`config.mk`:
```
export PLATFORM = sky130hd
export DESIGN_NAME = rr_grant_arbiter
export DESIGN_NICKNAME = d
export VERILOG_FILES = /design/src/rtl/rr_grant_arbiter.sv
export SDC_FILE = /design/constraint.sdc
export NUM_CORES = 1
export LEC_CHECK = 0
export BUFFER_PORTS_ARGS = -buffer_cell sky130_fd_sc_hd__buf_2
export CAP_MARGIN = 20
export CORE_MARGIN = 4
export CORE_UTILIZATION = 48
export CTS_CLUSTER_DIAMETER = 150
export DETAILED_ROUTE_END_ITERATION = 7
export GPL_TIMING_DRIVEN = 0
export PLACE_DENSITY = 0.67
export RECOVER_POWER = 100
export SLEW_MARGIN = 20
export SYNTH_ARGS = -nofsm -noshare
export SYNTH_HDL_FRONTEND = slang
export SYNTH_SLANG_ARGS = --single-unit
export TNS_END_PERCENT = 20
```
`constraint.sdc`:
```
create_clock -name clk -period 7.7 [get_ports clk]
set_clock_uncertainty 0.15 [all_clocks]
set_input_delay 0.77 -clock clk [delete_from_list [all_inputs] [get_ports clk]]
set_output_delay 0.77 -clock clk [all_outputs]
set_load 0.03 [all_outputs]
```
`src/rtl/rr_grant_arbiter.sv`:
```
// Round-robin arbiter: NREQ requesters share one resource, grant locked until the holder releases.
// Optional forced release after MAX_HOLD grant cycles when ARB_TIMEOUT_EN is defined.
module rr_grant_arbiter #(
  parameter int NREQ     = 16,
  parameter int IDX_W    = 4,
  parameter int MAX_HOLD = 8
) (
  input  logic             clk,
  input  logic             rst_n,
  input  logic [NREQ-1:0]  req,
  output logic [NREQ-1:0]  grant,
  output logic [IDX_W-1:0] grant_idx,
  output logic             grant_valid,
  output logic             timeout
);

  typedef enum logic {IDLE, BUSY} state_t;

  state_t            state_q, state_d;
  logic [IDX_W-1:0]  ptr_q, ptr_d;
  logic [IDX_W-1:0]  idx_q, idx_d;
  logic [NREQ-1:0]   grant_q, grant_d;
  logic              valid_q;
  logic              found;
  logic [IDX_W-1:0]  pick_idx;
  logic [IDX_W-1:0]  cand;
  logic              timeout_d;

`ifdef ARB_TIMEOUT_EN
  localparam int HOLD_W = $clog2(MAX_HOLD);
  logic [HOLD_W-1:0] hold_q, hold_d;
  logic              timeout_q;
`endif

  // First set request scanning upward from ptr with wrap; the last holder sits at the back.
  always_comb begin
    found    = 1'b0;
    pick_idx = '0;
    cand     = '0;
    for (int i = 0; i < NREQ; i++) begin
      cand = IDX_W'((int'(ptr_q) + i) % NREQ);
      if (!found && req[cand]) begin
        found    = 1'b1;
        pick_idx = cand;
      end
    end
  end

  always_comb begin
    state_d   = state_q;
    idx_d     = idx_q;
    ptr_d     = ptr_q;
    timeout_d = 1'b0;
`ifdef ARB_TIMEOUT_EN
    hold_d    = hold_q;
`endif
    case (state_q)
      IDLE: begin
        if (found) begin
          state_d = BUSY;
          idx_d   = pick_idx;
`ifdef ARB_TIMEOUT_EN
          hold_d  = '0;
`endif
        end
      end
      BUSY: begin
        if (!req[idx_q]) begin
          state_d = IDLE;
          ptr_d   = idx_q + IDX_W'(1);
        end
`ifdef ARB_TIMEOUT_EN
        // hold_q counts completed grant cycles minus one, so release lands after MAX_HOLD visible cycles.
        else if (hold_q == HOLD_W'(MAX_HOLD - 1)) begin
          state_d   = IDLE;
          ptr_d     = idx_q + IDX_W'(1);
          timeout_d = 1'b1;
        end else begin
          hold_d = hold_q + HOLD_W'(1);
        end
`endif
      end
      default: state_d = IDLE;
    endcase
  end

  // 4-to-16 decode of the next index, gated by the next state.
  for (genvar g = 0; g < NREQ; g++) begin : g_dec
    assign grant_d[g] = (state_d == BUSY) && (idx_d == IDX_W'(g));
  end

  always_ff @(posedge clk or negedge rst_n) begin
    if (!rst_n) begin
      state_q <= IDLE;
      ptr_q   <= '0;
      idx_q   <= '0;
      grant_q <= '0;
      valid_q <= 1'b0;
    end else begin
      state_q <= state_d;
      ptr_q   <= ptr_d;
      idx_q   <= idx_d;
      grant_q <= grant_d;
      valid_q <= (state_d == BUSY);
    end
  end

`ifdef ARB_TIMEOUT_EN
  always_ff @(posedge clk or negedge rst_n) begin
    if (!rst_n) begin
      hold_q    <= '0;
      timeout_q <= 1'b0;
    end else begin
      hold_q    <= hold_d;
      timeout_q <= timeout_d;
    end
  end

  assign timeout = timeout_q;
`else
  logic unused_timeout;
  assign unused_timeout = timeout_d;
  assign timeout        = 1'b0;
`endif

  assign grant       = grant_q;
  assign grant_idx   = idx_q;
  assign grant_valid = valid_q;

endmodule

```
==> tab_implementation.tex <==
\begin{tabular}{lr}
\hline
Metric & Value \\
\hline
\multicolumn{2}{l}{\textbf{Outcome}} \\
\quad Result of the run & finished clean \\
\multicolumn{2}{l}{\textbf{Global routing}} \\
\quad Via count of the first global-routing pass & 3673 \\
\quad Total overflow reported by the global router & 0 \\
\quad Largest net degree at the start of global routing & 26 \\
\quad Wire length of the first global-routing pass & 19600 µm \\
\quad Number of antenna violations at the first check in global routing & 0 \\
\quad Total global routing track utilization & 0.273 \\
\multicolumn{2}{l}{\textbf{Hold path}} \\
\quad Class of the worst hold path & reg2reg \\
\quad Number of stages on the worst hold path & 2 \\
\multicolumn{2}{l}{\textbf{Place}} \\
\quad Placed Cells & 558 \\
\quad Placement-stage worst setup slack & 601 ps \\
\quad Port Buffer Count & 35 \\
\quad DP Wirelength & 9290 µm \\
\quad RD Place Congestion & 0.953 \\
\multicolumn{2}{l}{\textbf{Setup path}} \\
\quad Worst-path cell chain & buf\_6 > clkbuf\_1 > buf\_2 > inv\_1 > ha\_1 > buf\_2 > buf\_2 > mux2\_2 > mux2\_2 > a32oi\_1 > and4\_1 > nand4\_1 > clkbuf\_1 > nor2\_1 > o311ai\_0 > a221oi\_1 > o21ai\_1 > and2\_0 > clkbuf\_1 > nor3\_1 \\
\quad Worst setup SP type & flip-flop \\
\quad Max stage delay cell, worst path & sky130\_fd\_sc\_hd\_\_buf\_2 \\
\quad Largest stage delay on the critical path & 540 ps \\
\quad Required time of the critical path & 7710 ps \\
\quad CP Depth & 20 \\
\quad CP Buf/Inv Count & 8 \\
\quad Type of element capturing the critical path & flip-flop \\
\quad Endpoint arrival time on the critical path & 6970 ps \\
\quad Worst setup path class & reg2reg \\
\quad Maximum fanout encountered on the critical timing path & 19 \\
\quad Number of cells traversed by the worst register-to-register path & 20 \\
\quad Largest delay contributor family on the critical path & buffers and inverters \\
\multicolumn{2}{l}{\textbf{Cells and area}} \\
\quad Count of antenna diodes in the layout & 0 \\
\quad Filler cell count in the final layout & 702 \\
\quad Finished Layout Cells & 561 \\
\quad Share of layout cells above drive strength 1 & 0.175 \\
\quad Post-layout net count & 489 \\
\quad P\&R area growth vs syn & 8.13\% \\
\quad Most frequent standard cell in the layout excluding fill and tap cells & sky130\_fd\_sc\_hd\_\_clkbuf\_1 \\
\quad Leading cell types in the layout, fill and taps excluded & sky130\_fd\_sc\_hd\_\_clkbuf\_1, sky130\_fd\_sc\_hd\_\_mux2i\_1, sky130\_fd\_sc\_hd\_\_nor2\_1 \\
\multicolumn{2}{l}{\textbf{STA}} \\
\quad Setup-violating endpoint count in the final report & 0 \\
\quad Setup\_tns & 0 ps \\
\quad Worst-case headroom to the max-slew limit & 0.161 \\
\quad Final hold violation count & 0 \\
\quad Pin slew with the least headroom to its limit & 1260 ps \\
\quad Max Fclk & 0.144 GHz \\
\quad Final Worst Setup Slack & 744 ps \\
\quad Tcrit/Tclk final & 0.903 \\
\quad Setup repair after global routing missed its margin & no \\
\quad Crit path time final & 6960 ps \\
\quad Minimum hold slack & 529 ps \\
\quad Max-slew violations & 0 \\
\multicolumn{2}{l}{\textbf{Synth}} \\
\quad Largest area contributor in the synthesized netlist & sky130\_fd\_sc\_hd\_\_dfrtp\_1 \\
\quad Synthesized instance count & 424 \\
\quad Portion of the post-synthesis area used by sequential elements & 0.167 \\
\quad Basic-gate share of the synthesized area counting and, or, nand and nor cells & 0.204 \\
\quad Mapped Nets & 450 \\
\quad Post-synthesis compound-gate area fraction & 0.189 \\
\quad Async SR Flop Fraction & 1.00 \\
\quad Area of the mapped netlist & 3750 µm² \\
\quad Flop and latch count out of synthesis & 25 \\
\quad Synthesized-area fraction occupied by adder cells & 0.0267 \\
\quad Post-synthesis area per instance & 8.86 µm² \\
\quad Cells taking the most area after synthesis & sky130\_fd\_sc\_hd\_\_dfrtp\_1, sky130\_fd\_sc\_hd\_\_mux4\_2, sky130\_fd\_sc\_hd\_\_mux2i\_1 \\
\quad Number of enable-type register cells in the synthesized netlist & 0 \\
\quad Portion of synthesized cell area occupied by the leading cell type & 0.167 \\
\quad Dominant combinational cell family by area after synthesis & multiplexers \\
\quad Number of unique standard cell types used by synthesis & 75 \\
\quad Post-synthesis mux area share & 0.329 \\
\quad Post-synth top flop & sky130\_fd\_sc\_hd\_\_dfrtp\_1 \\
\quad Synthesis Warnings & 0 \\
\quad Xor/xnor share of the synthesized area & 0.0280 \\
\multicolumn{2}{l}{\textbf{Detailed routing}} \\
\quad Final routed wirelength across all metal layers & 12100 µm \\
\quad Top layer in use & met4 \\
\quad DR iter-0 viols & 447 \\
\quad Routed met1 length & 5300 µm \\
\quad Length of the first detailed-routing pass in iterations & 5 \\
\quad Total number of vias & 3786 \\
\quad Detailed-route wire length per cell & 21.5 µm \\
\quad Routed length on met3 & 1070 µm \\
\quad DRT antenna net count & 0 \\
\quad Vias per cell & 6.75 \\
\quad Amount of wire on met2 after detailed routing & 5470 µm \\
\quad DRC Markers & 0 \\
\multicolumn{2}{l}{\textbf{CTS}} \\
\quad TritonCTS clock tree & yes \\
\quad Clock slew at the register clock pins of the worst setup and hold paths & 80 ps \\
\quad Number of buffers inserted for hold repair after clock tree synthesis & 0 \\
\quad Postcts setup bufs & 0 \\
\quad Clk buf depth & 2 \\
\quad Clock sink count & 25 \\
\quad Max H-tree Level & 1 \\
\quad Insertion delay of the later-clocked pin in the worst-skew pair & 260 ps \\
\quad PostCTS Resize Cnt & 0 \\
\quad Clk Tree Root Cell & sky130\_fd\_sc\_hd\_\_clkbuf\_8 \\
\quad Inserted Clock Buffers & 3 \\
\multicolumn{2}{l}{\textbf{Floorplan}} \\
\quad Rows & 31 \\
\quad Core box area & 7410 µm² \\
\quad Initial Utilization & 0.507 \\
\quad Die span in y & 96.4 µm \\
\quad Die Wd & 96.4 µm \\
\quad Top-level I/O count & 40 \\
\quad Total die area & 9300 µm² \\
\multicolumn{2}{l}{\textbf{Flow run}} \\
\quad Max-cap violations & 0 \\
\hline
\end{tabular}
==> sequential cells by signal (all words and copies together), names as in the netlist <==
register     flops
grant           16
grant_idx        4
ptr_q            4
grant_valid      1
==> worst reg2reg max path, cell delays in order, from the launching register on <==
cell and delay [ps]:
sky130_fd_sc_hd__dfrtp_1 460, sky130_fd_sc_hd__buf_6 200, sky130_fd_sc_hd__clkbuf_1 440, sky130_fd_sc_hd__buf_2 540, sky130_fd_sc_hd__inv_1 320, sky130_fd_sc_hd__ha_1 420
sky130_fd_sc_hd__buf_2 290, sky130_fd_sc_hd__buf_2 300, sky130_fd_sc_hd__mux2_2 370, sky130_fd_sc_hd__mux2_2 290, sky130_fd_sc_hd__a32oi_1 410, sky130_fd_sc_hd__and4_1 320
sky130_fd_sc_hd__nand4_1 200, sky130_fd_sc_hd__clkbuf_1 290, sky130_fd_sc_hd__nor2_1 410, sky130_fd_sc_hd__o311ai_0 260, sky130_fd_sc_hd__a221oi_1 370, sky130_fd_sc_hd__o21ai_1 160
sky130_fd_sc_hd__and2_0 170, sky130_fd_sc_hd__clkbuf_1 220, sky130_fd_sc_hd__nor3_1 280
==> through the flow <==
stage | util | instance area, µm²
global placement | 0.547 | 4050
detailed placement | 0.547 | 4050
CTS | 0.553 | 4100
global route | 0.548 | 4060
finish | 0.548 | 4060
floorplan | - | 3750
==> synth_stat cells (all sizes together) (5+ instances only) <==
cell type / number
xnor2: 7
clkbuf: 22
nor2: 32
nor3: 11
and3: 6
dfrtp: 25
inv: 11
o21ai: 19
nand2: 29
mux4: 27
a31oi: 7
buf: 15
nand3: 18
mux2i: 35
nand4: 5
or2: 5
nand2b: 8
nor2b: 9
a21oi: 17
ha: 8
xor2: 5
mux2: 23
and2: 5
==> layer usage <==
layer	GRT usage	up-vias
met5	0	-
met1	0.397	1851
met4	0.0631	0
met2	0.425	193
met3	0.0457	28
li1	-	1714
==> final timing paths <==
kind	startpoint	endpoint	slack [ps]
max	ptr_q[1]$_DFFE_PN0P_	grant[2]$_DFF_PN0_	740
min	grant_idx[0]$_DFF_PN0_	ptr_q[1]$_DFFE_PN0P_	530
max reg2reg	ptr_q[1]$_DFFE_PN0P_	grant[2]$_DFF_PN0_	740
min reg2reg	grant_idx[0]$_DFF_PN0_	ptr_q[1]$_DFFE_PN0P_	530
max in group asynchronous	rst_n	grant_idx[0]$_DFF_PN0_	6050
min in group asynchronous	rst_n	grant[4]$_DFF_PN0_	610
==> cell type report <==
class / instances / area [µm²] / share of cell area
repair buffers: 35 / 148 / 0.0364
plain buffers: 36 / 159 / 0.0391
inverters: 12 / 45.0 / 0.0111
multi-input cells: 350 / 2910 / 0.717
well taps: 99 / 124 / 0.0305
clock inverters: 1 / 5.00 / 0.00123
flip-flops and latches: 25 / 626 / 0.154
clock buffers: 3 / 41.3 / 0.0102
==> cells by family (layout without fill, tap and decap cells) <==
group           Yosys count  count (layout)
compound gates           98              98
xor+xnor                 12              12
fa+ha+maj                 8               8
buf+inv                  49              87
flops                    25              25
mux                      85              85
other cells               1               1
simple gates            146             146
Power is left out: the tool's default activity adds up to more than one toggle a clock period on the data nets, which glitch-free logic cannot reach.
